==> config.mk <==
export PLATFORM = sky130hd
export DESIGN_NAME = control_unit
export DESIGN_NICKNAME = d
export VERILOG_FILES = /design/src/rtl/control_unit.sv
export SDC_FILE = /design/constraint.sdc
export NUM_CORES = 1
export LEC_CHECK = 0
export CORE_ASPECT_RATIO = 0.6
export CORE_MARGIN = 2
export CORE_UTILIZATION = 40
export DETAILED_ROUTE_END_ITERATION = 10
export PLACE_DENSITY = 0.85
export SETUP_SLACK_MARGIN = 0.02
export SYNTH_ARGS = -nofsm -noshare
export SYNTH_HDL_FRONTEND = slang
export SYNTH_SLANG_ARGS = --single-unit
==> constraint.sdc <==
create_clock -name Clock -period 2.6 [get_ports Clock]
set_input_delay 0.78 -clock Clock [delete_from_list [all_inputs] [get_ports Clock]]
set_output_delay 0.78 -clock Clock [all_outputs]
set_load 0.02 [all_outputs]
==> src/rtl/control_unit.sv <==
// -----------------------------------------------------------------------------
// control_unit -- hardwired Moore control sequencer for a 32-bit accumulator-
// less bus CPU. Steps RESET, T0..T7, HALT; every strobe is a decode of the
// registered step and the opcode latched on entry to T3 (branch T6 also looks
// at CON_FF to decide whether the new PC is loaded).
//
// Ports
//   Clock, Clear         : clock, synchronous active-high reset
//   IR[31:0]             : instruction register, opcode in IR[31:28]
//   CON_FF               : branch condition from the datapath
//   Stop                 : halt request, looked at in T0 only
//   MemReady             : memory handshake (only with CU_MEM_WAIT_EN)
//   PCout..BAout         : bus drivers (at most one high per step)
//   MARin..CONin         : register load enables
//   Gra Grb Grc Rin Rout : register-file select / strobe
//   IncPC Read Write ADD AND OR : misc controls
//   Run                  : high while sequencing (low in RESET and HALT)
//
// Optional feature: define CU_MEM_WAIT_EN to stretch any step asserting Read
// or Write until MemReady=1. Undefined, MemReady is ignored.
// -----------------------------------------------------------------------------
module control_unit (
  input  logic        Clock,
  input  logic        Clear,
  input  logic [31:0] IR,
  input  logic        CON_FF,
  input  logic        Stop,
  input  logic        MemReady,
  output logic        PCout, Zlowout, Zhighout, MDRout, HIout, LOout,
  output logic        InPortout, Cout, BAout,
  output logic        MARin, Zin, PCin, MDRin, IRin, Yin, HIin, LOin,
  output logic        OutPortin, CONin,
  output logic        Gra, Grb, Grc, Rin, Rout,
  output logic        IncPC, Read, Write, ADD, AND, OR, Run
);

  typedef enum logic [3:0] {
    S_RESET, S_T0, S_T1, S_T2, S_T3, S_T4, S_T5, S_T6, S_T7, S_HALT
  } state_t;

  typedef enum logic [3:0] {
    OP_LD   = 4'h0, OP_LDI  = 4'h1, OP_ST   = 4'h2, OP_ADDI = 4'h3,
    OP_ANDI = 4'h4, OP_ORI  = 4'h5, OP_BRZR = 4'h6, OP_BRNZ = 4'h7,
    OP_BRPL = 4'h8, OP_BRMI = 4'h9, OP_JR   = 4'hA, OP_JAL  = 4'hB,
    OP_MFHI = 4'hC, OP_MFLO = 4'hD, OP_IN   = 4'hE, OP_OUT  = 4'hF
  } op_t;

  state_t state, state_next;
  op_t    op;
  logic   last_step;

`ifdef CU_MEM_WAIT_EN
  logic unused_bits;
  assign unused_bits = ^IR[27:0];
`else
  logic unused_bits;
  assign unused_bits = ^{IR[27:0], MemReady};
`endif

  // NOTE: sequential state uses non-blocking assignments so every register
  // samples pre-edge values regardless of statement order.
  always_ff @(posedge Clock) begin
    if (Clear) begin
      state <= S_RESET;
      op    <= OP_LD;
    end else begin
      state <= state_next;
      // T2 never stretches, so leaving T2 is exactly the T3 entry edge.
      if (state == S_T2) op <= op_t'(IR[31:28]);
    end
  end

  // Final execute step of each instruction class.
  always_comb begin
    last_step = 1'b0;
    case (op)
      OP_LD, OP_ST:                          last_step = (state == S_T7);
      OP_LDI, OP_ADDI, OP_ANDI, OP_ORI:      last_step = (state == S_T5);
      OP_BRZR, OP_BRNZ, OP_BRPL, OP_BRMI:    last_step = (state == S_T6);
      OP_JAL:                                last_step = (state == S_T4);
      default:                               last_step = (state == S_T3);
    endcase
  end

  always_comb begin
    // NOTE: every output and next state gets a default first; otherwise any
    // path that skips an assignment infers a latch.
    {PCout, Zlowout, Zhighout, MDRout, HIout, LOout, InPortout, Cout, BAout} = '0;
    {MARin, Zin, PCin, MDRin, IRin, Yin, HIin, LOin, OutPortin, CONin}       = '0;
    {Gra, Grb, Grc, Rin, Rout}                                               = '0;
    {IncPC, Read, Write, ADD, AND, OR}                                       = '0;
    Run        = (state != S_RESET) && (state != S_HALT);
    state_next = state;

    case (state)
      S_T0: begin PCout = 1'b1; MARin = 1'b1; IncPC = 1'b1; Zin = 1'b1; end
      S_T1: begin Zlowout = 1'b1; PCin = 1'b1; Read = 1'b1; MDRin = 1'b1; end
      S_T2: begin MDRout = 1'b1; IRin = 1'b1; end
      S_T3: begin
        case (op)
          OP_LD, OP_LDI, OP_ST:               begin Grb = 1'b1; BAout = 1'b1; Yin = 1'b1; end
          OP_ADDI, OP_ANDI, OP_ORI:           begin Grb = 1'b1; Rout = 1'b1; Yin = 1'b1; end
          OP_BRZR, OP_BRNZ, OP_BRPL, OP_BRMI: begin Gra = 1'b1; Rout = 1'b1; CONin = 1'b1; end
          OP_JR:   begin Gra = 1'b1; Rout = 1'b1; PCin = 1'b1; end
          OP_JAL:  begin PCout = 1'b1; Grb = 1'b1; Rin = 1'b1; end
          OP_MFHI: begin HIout = 1'b1; Gra = 1'b1; Rin = 1'b1; end
          OP_MFLO: begin LOout = 1'b1; Gra = 1'b1; Rin = 1'b1; end
          OP_IN:   begin InPortout = 1'b1; Gra = 1'b1; Rin = 1'b1; end
          OP_OUT:  begin Gra = 1'b1; Rout = 1'b1; OutPortin = 1'b1; end
          default: ;
        endcase
      end
      S_T4: begin
        case (op)
          OP_LD, OP_LDI, OP_ST, OP_ADDI: begin Cout = 1'b1; ADD = 1'b1; Zin = 1'b1; end
          OP_ANDI: begin Cout = 1'b1; AND = 1'b1; Zin = 1'b1; end
          OP_ORI:  begin Cout = 1'b1; OR = 1'b1; Zin = 1'b1; end
          OP_BRZR, OP_BRNZ, OP_BRPL, OP_BRMI: begin PCout = 1'b1; Yin = 1'b1; end
          OP_JAL:  begin Gra = 1'b1; Rout = 1'b1; PCin = 1'b1; end
          default: ;
        endcase
      end
      S_T5: begin
        case (op)
          OP_LD, OP_ST: begin Zlowout = 1'b1; MARin = 1'b1; end
          OP_LDI, OP_ADDI, OP_ANDI, OP_ORI: begin Zlowout = 1'b1; Gra = 1'b1; Rin = 1'b1; end
          OP_BRZR, OP_BRNZ, OP_BRPL, OP_BRMI: begin Cout = 1'b1; ADD = 1'b1; Zin = 1'b1; end
          default: ;
        endcase
      end
      S_T6: begin
        case (op)
          OP_LD: begin Read = 1'b1; MDRin = 1'b1; end
          OP_ST: begin Gra = 1'b1; Rout = 1'b1; MDRin = 1'b1; end
          // Branch target sits in Z; PC takes it only when the condition holds.
          OP_BRZR, OP_BRNZ, OP_BRPL, OP_BRMI: begin Zlowout = 1'b1; PCin = CON_FF; end
          default: ;
        endcase
      end
      S_T7: begin
        case (op)
          OP_LD:   begin MDRout = 1'b1; Gra = 1'b1; Rin = 1'b1; end
          OP_ST:   Write = 1'b1;
          default: ;
        endcase
      end
      default: ;
    endcase

    case (state)
      S_RESET: state_next = S_T0;
      S_T0:    state_next = Stop ? S_HALT : S_T1;
      S_T1:    state_next = S_T2;
      S_T2:    state_next = S_T3;
      S_T3, S_T4, S_T5, S_T6, S_T7:
               state_next = last_step ? S_T0 : state_t'(state + 4'd1);
      default: state_next = S_HALT;
    endcase

`ifdef CU_MEM_WAIT_EN
    // Memory steps hold their strobes until the access completes.
    if ((Read || Write) && !MemReady) state_next = state;
`endif
  end

endmodule

==> Yosys cells after proc, flatten, opt, wreduce, memory -nomap -nowiden <==
Cells that the tools add are included.
{ "word_totals": {"register_bits": 8, "out_inout_bits": 31, "elab_cells": 93} }
{ "op_classes": {"add_sub_neg": 1, "n_eq_ne": 24, "muxes": 51, "n_reduce_logical": 15} }
{ "ops": {"columns": ["op", "n"], "rows": [
  ["$eq A4 B4 Y1 const B", 9],
  ["$mux W1", 33],
  ["$eq A4 B3 Y1 const B", 8],
  ["$pmux W4 S5", 1],
  ["$reduce_or A9 Y1", 2],
  ["$eq A4 B2 Y1 const B", 4],
  ["$reduce_or A4 Y1", 4],
  ["$pmux W1 S3", 5],
  ["$pmux W1 S2", 7],
  ["$eq A4 B1 Y1 const B", 2],
  ["$logic_not A4 Y1", 2],
  ["$mux W4", 2],
  ["$pmux W1 S4", 2],
  ["$reduce_or A7 Y1", 1],
  ["$reduce_or A6 Y1", 1],
  ["$pmux W1 S5", 1],
  ["$reduce_or A5 Y1", 1],
  ["$add A4 B1 Y4 const B", 1],
  ["$ne A4 B4 Y1 const B", 1],
  ["$reduce_bool A4 Y1", 1],
  ["$reduce_or A3 Y1", 1],
  ["$reduce_or A2 Y1", 1],
  ["$logic_and A1 B1 Y1", 1]
]} }

==> Depth between registers and ports, before layout <==
Gate-level depths: netlist of run 1.
{ "depth": {"ltp_word": 5, "mapped_depth": 8, "depth_no_buf": 7} }

==> Worst setup path before layout of run 1 <==
OpenSTA, ideal clock, no wires.
{ "synth_timing": {"kind": "register to output", "startpoint": "register state[0]", "endpoint": "output port Zin", "arrival_ns": 1.549, "path_slack_ns": 0.271, "path_stages_with_launch": 7, "n_path_buf": 0, "cell_sequence": "dfxtp_1 ha_1 nand3b_4 nor2_1 a31oi_1 o22ai_2 nand2b_1"} }
{ "synth_via": {"elab_chain_cells": 2, "word_cells_on_any_way": 4, "cone_classes": "3 x eq/ne; 1 x mux"} }
{ "synth_rtl": {"columns": ["item", "line_no", "text"], "rows": [
  ["start: declaration", "48", "state_t state, state_next;"],
  ["start signal: assignment", "67", "state <= state_next;"],
  ["$eq A4 B3 Y1 / $eq A4 B1 Y1 (equally long branches)", "95", "case (state)"],
  ["$pmux W1 S3 (*)", "95", null],
  ["end: declaration", "31", "output logic MARin, Zin, PCin, MDRin, IRin, Yin, HIin, LOin,"]
]} }
Every way passes the cells marked *; elsewhere a longest branch is shown, timed or not.

==> Final worst setup path of run 1 <==
{ "layout_timing": {"startpoint": "register state[1]", "endpoint": "output port Cout"} }
{ "layout_via": {"elab_chain_cells": 2, "word_cells_on_any_way": 3, "cone_classes": "2 x eq/ne; 1 x mux"} }
{ "layout_rtl": {"columns": ["item", "line_no", "text"], "rows": [
  ["$eq A4 B3 Y1", "95", null],
  ["$pmux W1 S2 (*)", "95", null],
  ["end: declaration", "30", "output logic InPortout, Cout, BAout,"]
]} }
Marks and branches as above.

==> results of run 1 <==
## critical path: stages, from the launching register on
cell and delay, ns:
dfxtp_2 0.33, inv_1 0.08, ha_1 0.22, nand3b_4 0.15, nor2_4 0.17, a31oi_1 0.07
o22ai_2 0.12, dlygate4sd2_1 0.35
## metrics by stage
stage / power, W / setup WS [ns]
after floorplan: 0.000785 / 0.271
after global placement: 0.00118 / -0.278
after detailed placement: 0.00121 / -0.286
after CTS: 0.00129 / 0.0228
after global routing: 0.00140 / 0.0105
final: 0.00130 / 0.104
## what timing repair did
item / in CTS / in global routing
pin swaps: 0 / 0
setup endpoints to repair: 27 / 20
gates resized for setup: 41 / 32
gates cloned: 0 / 0
## sequential cells by signal (all words and copies together), names as in the netlist
name,count
op,4
state,4
## metal layers
layer	global-route usage	vias to the layer above
met4	0.0528	0
met5	0	-
met1	0.319	605
met2	0.364	77
met3	0.0433	6
li1	-	635
## cells by family (layout without fill, tap and decap cells)
| logic type | after synthesis | after routing | synth area share |
|---|---|---|---|
| mux | 1 | 1 | 0.00929 |
| other cells | 1 | 4 | 0.00348 |
| compound gates | 38 | 38 | 0.261 |
| xor+xnor | 2 | 2 | 0.0163 |
| flops | 8 | 8 | 0.149 |
| buf+inv | 19 | 70 | 0.110 |
| simple gates | 76 | 76 | 0.404 |
| fa+ha+maj | 4 | 4 | 0.0465 |
## layout make-up
type	instances	area, um2	share of cell area
clock buffers	3	41.3	0.0262
inverters	5	18.8	0.0119
multi-input cells	125	836	0.530
flip-flops and latches	8	168	0.106
well taps	32	40.0	0.0254
repair buffers	62	474	0.301
## power breakdown
group / total [W] / internal (W) / switching, W
combinational: 0.000952 / 0.000400 / 0.000552
sequential: 0.000205 / 0.000156 / 0.0000492
clock: 0.000145 / 0.0000999 / 0.0000446
total: 0.00130 / 0.000655 / 0.000646
## worst max path at each step
stage,cells past startpoint,slack [ns],start,endpoint
floorplan,6,0.27,state[0],Zin
global placement,4,-0.28,CON_FF,PCin
detailed placement,4,-0.29,CON_FF,PCin
CTS,7,0.02,state[0],Gra
global route,4,0.01,op[3],PCout
finish,7,0.10,state[1],Cout
## cell usage in the layout (no fill, tap or decap), drive strengths merged, types with 7 or more instances in the layout
cell type and n:
a21oi 8, buf 30, clkbuf 13, clkdlybuf4s50 7, dfxtp 8, dlygate4sd2 12
nand2 26, nand3 11, nor2 13
==> qor.yml, run 1 <==
final_layout:
  num-fill-cells: 243
  design_area_mm2: 0.00158
  nNetsFinal: 246
  drive_gt1_frac: 0.345
  antenna_cells: 0
  syn_to_final_growth_pct: 46.5
  fin_util: 0.625
  final-instance-count-excl-fill: 235
place:
  dp.cells: 232
  place_area_mm2: 0.00158
  portBuffers: 34
  gp_congestion: 0.950
  hpwlAfterDp_mm: 2.84
power_and_ir_drop:
  ir_worst_vdd_mv: 0.506
  cellLeakagePower_nw: 0.780
  p_per_area_mw_per_mm2: 825
yosys:
  yosysMostFrequentCell: "nand2_1"
  yosysTopAreaCellShare: 0.149
  async_reset_ff_frac: 0
  syn_area_mm2: 0.00108
  synth_top_area_cell: "dfxtp_1"
  ys_types: 58
  synth_ff_type: "dfxtp_1"
  synthCells: 149
  yosys_warnings: 0
  synth_edf_count: 0
  synth_commonest_cells: "nand2_1 (25), nor2_1 (13), nand3_1 (9)"
  avgSynthCellArea_um2: 7.23
  ys_seq_area_frac: 0.149
  yosys_register_bits: 8
  netlist_top_cells_area: "dfxtp_1 (15%), nand2_1 (8.7%), ha_1 (4.6%)"
floorplan:
  num_io_pins: 68
  fp.dieArea_mm2: 0.00314
  initial_core_util: 0.427
  die_w_um: 71.0
  die_h_um: 44.2
  rows: 14
  placeableCoreArea_mm2: 0.00252
detailed_routing:
  wl_met2_mm: 1.55
  viasPerCell: 5.63
  post_drt_wl_per_cell_um: 15.0
  wl_mm: 3.52
  met3_length_um: 360
  drtIter0Drc: 148
  ant_nets: 0
  vias: 1323
  top_layer_used: "met4"
  drc: 0
  firstDrtPassIters: 4
  wl_met1_mm: 1.56
clocking:
  clkSlewWorstSetupHoldPaths_ns: 0.04
  cts_setup_buffers: 0
  htreeDepth: 1
  clk_path_buf_depth: 2
  clock_sinks: 8
  clk_latency_ns: 0.22
  numCtsBuffers: 3
  root_buffer: "clkbuf_8"
  cts_tree: "done"
  cts-hold-fix-buffers: 0
run_status:
  status: "complete, no violations"
setup_path:
  startpoint_type: "flop"
  r2r_slack_ns: 0.70
  crit_arrival_ns: 1.72
  critPathCaptureType: "primary output"
  worstReg2RegEnd: "state[1]"
  critical_path_peak_fanout: 7
  r2r-start: "state[0]"
  worstPathRequired_ns: 1.82
  reg2reg_depth: 8
  worstSetupPathType: "reg -> out"
timing:
  rsz0062_at_grt: "true"
  finalHoldViolCount: 0
  min_period_ns: 2.50
  max_freq_mhz: 401
  finalMaxSlewViolations: 0
  fin_skew_ns: 0.00373
  finalSetupTns_ns: 0
  holdWs_ns: 0.687
  setup_viol: 0
  fin_crit_sh: 0.960
grt:
  grt_pass1_wl_mm: 5.65
  track_usage: 0.227
  overflow: 0
  grt_pass1_vias: 1216
  antenna_found_initial: 0
  grt_max_degree: 15
worst_hold_path:
  min-delay-path-class: "reg -> reg"
  hold_path_startpoint: "op[1]"
  holdPathEnd: "op[1]"
  hold_depth: 3
job:
  maxCapViolCount: 0
No activity file was read; power rests on OpenSTA's default activity.
==> run 2, diff against run 1 <==
==> config.mk (replaced) <==
export PLATFORM = sky130hd
export DESIGN_NAME = control_unit
export DESIGN_NICKNAME = d
export VERILOG_FILES = /design/src/rtl/control_unit.sv
export SDC_FILE = /design/constraint.sdc
export NUM_CORES = 1
export LEC_CHECK = 0
export CORE_MARGIN = 2
export CORE_UTILIZATION = 50
export DETAILED_ROUTE_END_ITERATION = 10
export DONT_BUFFER_PORTS = 1
export HOLD_SLACK_MARGIN = 0.03
export PLACE_DENSITY = 0.63
export SETUP_SLACK_MARGIN = 0.02
export SLEW_MARGIN = 20
export SYNTH_ARGS = -nofsm -noshare
export SYNTH_HDL_FRONTEND = slang
export SYNTH_SLANG_ARGS = --single-unit
==> run 2 against run 1 <==
  * Clock-buffer cell count did not move
  * Register-to-register slack improved by 0.15 ns
  * Final area fell by 23%
  * Combinational power decreased by 18%
  * Fmax up 0.73%
  * Worst hold slack worse by 0.10 ns
  * Critical path depth is the same
  * Wire length shrank 24%
  * Final cell count down 21%
  * Total power down 17%
  * Clock power down 38%
==> qor.yml, run 2 (synthesized netlist as in run 1, its figures left out) <==
timing:
  fin_crit_sh: 0.953  # -0.00700
  setup_slack_ns: 0.122  # +0.0182 ns
  fin_skew_ns: 0.00770  # +0.00398 ns
  finalHoldViolCount: 0  # unchanged
  finalMaxSlewViolations: 0  # unchanged
  setup_viol: 0  # unchanged
  finalSetupTns_ns: 0  # unchanged
  min_period_ns: 2.48  # -0.0182 ns
  max_freq_mhz: 404  # +0.73%
  rsz0062_at_grt: "true"
clocking:
  cts-resized-gates: 6  # -85%
  clk_latency_ns: 0.25  # +0.03 ns
  htreeDepth: 1  # unchanged
  clkSlewWorstSetupHoldPaths_ns: 0.05  # about the same
  cts_tree: "done"
  root_buffer: "clkbuf_4"
  cts-hold-fix-buffers: 0  # unchanged
  clock_sinks: 8  # unchanged
  cts_setup_buffers: 0  # unchanged
  numCtsBuffers: 3  # unchanged
  clk_path_buf_depth: 2  # unchanged
place:
  place_area_mm2: 0.00115  # -27%
  hpwlAfterDp_mm: 2.12  # -25%
  gp_congestion: 0.849  # -11%
  dp.cells: 182  # -22%
  dp_slack_ns: 0.170  # +0.456 ns
  portBuffers: 0  # -100%
detailed_routing:
  drc: 0  # unchanged
  viasPerCell: 5.96  # +5.8%
  vias: 1102  # -17%
  firstDrtPassIters: 4  # unchanged
  drtIter0Drc: 31  # -79%
  ant_nets: 0  # unchanged
  post_drt_wl_per_cell_um: 14.5  # -2.9%
  wl_mm: 2.69  # -24%
setup_path:
  critical_path_peak_fanout: 8  # +1
  worstSetupPathType: "reg -> out"
  crit_arrival_ns: 1.70  # -0.02 ns
  worstPathRequired_ns: 1.82  # about the same
  startpoint_type: "flop"
  critPathCaptureType: "primary output"
run_status:
  status: "complete, no violations"
floorplan:
  fp.dieArea_mm2: 0.00254  # -19%
  initial_core_util: 0.538  # +0.111
  num_io_pins: 68  # unchanged
  die_h_um: 50.4  # +14%
  placeableCoreArea_mm2: 0.00200  # -21%
  rows: 16  # +2
  die_w_um: 50.4  # -29%
grt:
  grt_pass1_vias: 1042  # -14%
  overflow: 0  # unchanged
  antenna_found_initial: 0  # unchanged
  track_usage: 0.227  # +0.000261
  grt_pass1_wl_mm: 4.61  # -18%
  grt_max_degree: 20  # +5
worst_hold_path:
  min-delay-path-class: "in -> reg"
final_layout:
  syn_to_final_growth_pct: 12.2
  drive_gt1_frac: 0.310  # -0.0347
  fin_util: 0.604  # -0.0217
  final-instance-count-excl-fill: 185  # -21%
  reg.largest.list: "op: 4 flops, state: 4 flops"
  final_cell_mix: "nand2_1 (25), buf_4 (17), nor2_1 (12)"
  final_common_cell: "nand2_1"
  design_area_mm2: 0.00121  # -23%
  antenna_cells: 0  # unchanged
  nNetsFinal: 201  # -18%
job:
  maxCapViolCount: 0  # unchanged
power_and_ir_drop:
  cellLeakagePower_nw: 0.526  # -33%
  ir_worst_vdd_mv: 0.605  # +19%
  p_per_area_mw_per_mm2: 896  # +8.6%
## run 2: changes by cell type in the layout (fill, tap and decap cells not counted), moves of 2 or more
| cell | before | now |
|---|---|---|
| dlygate4sd2_1 | 12 | 0 |
| inv_1 | 5 | 3 |
| buf_2 | 2 | 0 |
| clkbuf_2 | 10 | 0 |
| ha_1 | 3 | 1 |
| buf_4 | 28 | 17 |
| clkbuf_8 | 3 | 0 |
| inv_2 | 0 | 2 |
| clkdlybuf4s50_1 | 7 | 0 |
| clkdlybuf4s15_1 | 2 | 0 |
| ha_4 | 0 | 2 |
| clkbuf_4 | 0 | 3 |
## run 2: per-stage QoR
step / power [W] / hold slack [ns]
after detailed placement: 0.000935 / 0.657
after global routing: 0.00117 / 0.570
final: 0.00108 / 0.585
after floorplan: 0.000785 / 0.633
after global placement: 0.000923 / 0.640
after CTS: 0.00104 / 0.575
## run 2: routing by layer
layer / wire length, um / global-route usage / share of wire
met3: 158 / 0.0208 / 0.059
met1: 1220 / 0.305 / 0.45
met4: 0 / 0.0811 / 0
met2: 1310 / 0.377 / 0.49
met5: 0 / 0 / 0
## run 2: where the power goes
part           leakage [nW]  internal (W)  switching [W]
Combinational         0.445      0.000289       0.000488
Sequential           0.0663      0.000155      0.0000604
Clock                0.0138     0.0000525      0.0000370
Total                 0.526      0.000497       0.000586
## run 2: path summary, 6_finish.rpt
path / from / endpoint / slack, ns / cells past startpoint
max reg2reg: state[1] / state[1] / 0.85 / 7
min reg2reg: op[2] / op[2] / 0.60 / 2
max: state[0] / Rin / 0.12 / 7
min: Clear / op[2] / 0.58 / 1
## run 2: cell type report
cell class | instances | area, um2
Multi-Input combinational cell | 125 | 842
Clock buffer | 3 | 22.5
Inverter | 5 | 18.8
Fill cell | 197 | 793
Tap cell | 27 | 33.8
Sequential cell | 8 | 164
Timing Repair Buffer | 17 | 128
## run 2: critical path, cell delays in order (launching register included)
cell and delay, ns:
dfxtp_2 0.40, inv_2 0.07, ha_2 0.24, and4bb_1 0.23, o21ai_2 0.08, o21a_1 0.17, o211ai_1 0.09, buf_4 0.16
==> run 3, diff against run 2 <==
--- a/config.mk
+++ b/config.mk
@@ -6,11 +6,11 @@
 export NUM_CORES = 1
 export LEC_CHECK = 0
 export CORE_MARGIN = 2
-export CORE_UTILIZATION = 50
+export CORE_UTILIZATION = 65
 export DETAILED_ROUTE_END_ITERATION = 10
 export DONT_BUFFER_PORTS = 1
 export HOLD_SLACK_MARGIN = 0.03
-export PLACE_DENSITY = 0.63
+export PLACE_DENSITY = 0.79
 export SETUP_SLACK_MARGIN = 0.02
 export SLEW_MARGIN = 20
 export SYNTH_ARGS = -nofsm -noshare
==> run 3 against run 2 <==
  * Die area fell by 21%
  * Sequential share of layout area increased by 0.28 points
  * Sequential power is 6% higher
  * Global-route usage increased by 5.5 points
  * Via count up 0.18%
  * Setup slack lost 0.028 ns
  * Critical path depth stayed put
  * Total power shrank 0.69%
  * Critical path type unchanged
  * Final area decreased by 1.2%
  * Final cell count down 6.5%
==> qor.yml, run 3 (synthesized netlist as in run 1, its figures left out) <==
run_status:
  status: "complete, no violations"
detailed_routing:
  met3_length_um: 210  # +33%
  top_layer_used: "met4"
  wl_met2_mm: 1.23  # -5.8%
  viasPerCell: 6.38  # +7.1%
  vias: 1104  # +0.18%
  wl_met1_mm: 1.15  # -5.8%
  ant_nets: 0  # unchanged
  drc: 0  # unchanged
  drtIter0Drc: 25  # -19%
  wl_mm: 2.60  # -3.2%
  post_drt_wl_per_cell_um: 15.1  # +3.5%
  firstDrtPassIters: 4  # unchanged
timing:
  fin_skew_ns: 0.00329  # -0.00441 ns
  min_period_ns: 2.51  # +0.0278 ns
  finalMaxSlewViolations: 0  # unchanged
  rsz0062_at_grt: "true"
  finalHoldViolCount: 0  # unchanged
  fin_crit_sh: 0.964  # +0.0107
  setup_slack_ns: 0.0945  # -0.0278 ns
  finalSetupTns_ns: 0  # unchanged
  max_freq_mhz: 399  # -1.1%
  setup_viol: 0  # unchanged
floorplan:
  die_h_um: 44.7  # -11%
  fp.dieArea_mm2: 0.00200  # -21%
  die_w_um: 44.7  # -11%
  initial_core_util: 0.707  # +0.169
  rows: 14  # -2
  num_io_pins: 68  # unchanged
  placeableCoreArea_mm2: 0.00152  # -24%
place:
  dp_slack_ns: 0.215  # +0.0455 ns
  place_area_mm2: 0.00113  # -1.8%
  hpwlAfterDp_mm: 1.97  # -7.0%
  gp_congestion: 0.933  # +10%
  portBuffers: 0  # unchanged
setup_path:
  critical_path_peak_fanout: 7  # -1
  worstSetupPathType: "reg -> out"
  startpoint_type: "flop"
  critPathCaptureType: "primary output"
  worstPathRequired_ns: 1.82  # about the same
  crit_arrival_ns: 1.73  # +0.03 ns
worst_hold_path:
  min-delay-path-class: "reg -> reg"
final_layout:
  drive_gt1_frac: 0.299  # -0.0108
  design_area_mm2: 0.00119  # -1.2%
  reg.largest.list: "op: 4 flops, state: 4 flops"
  antenna_cells: 0  # unchanged
  syn_to_final_growth_pct: 10.8
  num-fill-cells: 118  # -40%
  nNetsFinal: 200  # -0.50%
  final_cell_mix: "nand2_1 (25), buf_4 (16), nor2_1 (12)"
  final_common_cell: "nand2_1"
  fin_util: 0.783  # +0.180
clocking:
  clock_sinks: 8  # unchanged
  clk_latency_ns: 0.25  # about the same
  cts-hold-fix-buffers: 0  # unchanged
  htreeDepth: 1  # unchanged
  numCtsBuffers: 3  # unchanged
  root_buffer: "clkbuf_4"
  clkSlewWorstSetupHoldPaths_ns: 0.05  # about the same
  clk_path_buf_depth: 2  # unchanged
  cts_tree: "done"
power_and_ir_drop:
  ir_worst_vdd_mv: 0.852  # +41%
  p_per_area_mw_per_mm2: 901  # +0.56%
  cellLeakagePower_nw: 0.521  # -0.79%
  power_w: 0.00108  # -0.69%
grt:
  grt_max_degree: 20  # unchanged
  grt_pass1_vias: 978  # -6.1%
  track_usage: 0.282  # +0.0551
  overflow: 0  # unchanged
  grt_pass1_wl_mm: 4.27  # -7.3%
  antenna_found_initial: 0  # unchanged
job:
  maxCapViolCount: 0  # unchanged
[run 3: worst paths after layout]
| kind | startpoint | end | slack (ns) | cells past startpoint |
|---|---|---|---|---|
| max | state[1] | Rin | 0.09 | 7 |
| max reg2reg | state[1] | state[1] | 0.84 | 7 |
| min | op[1] | op[1] | 0.58 | 2 |
| min reg2reg | op[1] | op[1] | 0.58 | 2 |
[run 3: worst max-delay path: stages, from the launching register on]
cell	delay, ns
dfxtp_1	0.33
inv_1	0.15
ha_4	0.20
and2b_1	0.20
nand3_2	0.14
o21a_1	0.22
o211ai_1	0.08
buf_4	0.16
[run 3: where the power goes]
part,internal (W),total (W),switching [W]
Clock,0.0000525,0.0000894,0.0000369
Combinational,0.000280,0.000757,0.000477
Sequential,0.000157,0.000229,0.0000714
[run 3: repair_timing]
action / CTS / global route
setup endpoints to repair: 4 / 17
setup buffers: 0 / 0
pin swaps: 0 / 0
resized for setup: 3 / 9
[run 3: stage by stage]
step | hold WS [ns] | instances
floorplan | 0.633 | 152
global placement | 0.568 | 170
detailed placement | 0.570 | 170
CTS | 0.579 | 173
global route | 0.587 | 173
finish | 0.575 | 173
[run 3: final cells by class]
class	instances	area [um2]	area share
multi-input cells	125	847	0.710
flip-flops and latches	8	165	0.138
repair buffers	16	120	0.101
clock buffers	3	22.5	0.0189
well taps	16	20.0	0.0168
inverters	5	18.8	0.0157
[run 3: layer usage]
metal	GRT usage	vias up
met4	0.103	0
li1	-	546
met2	0.443	53
met3	0.0280	2
met1	0.399	503
met5	0	-
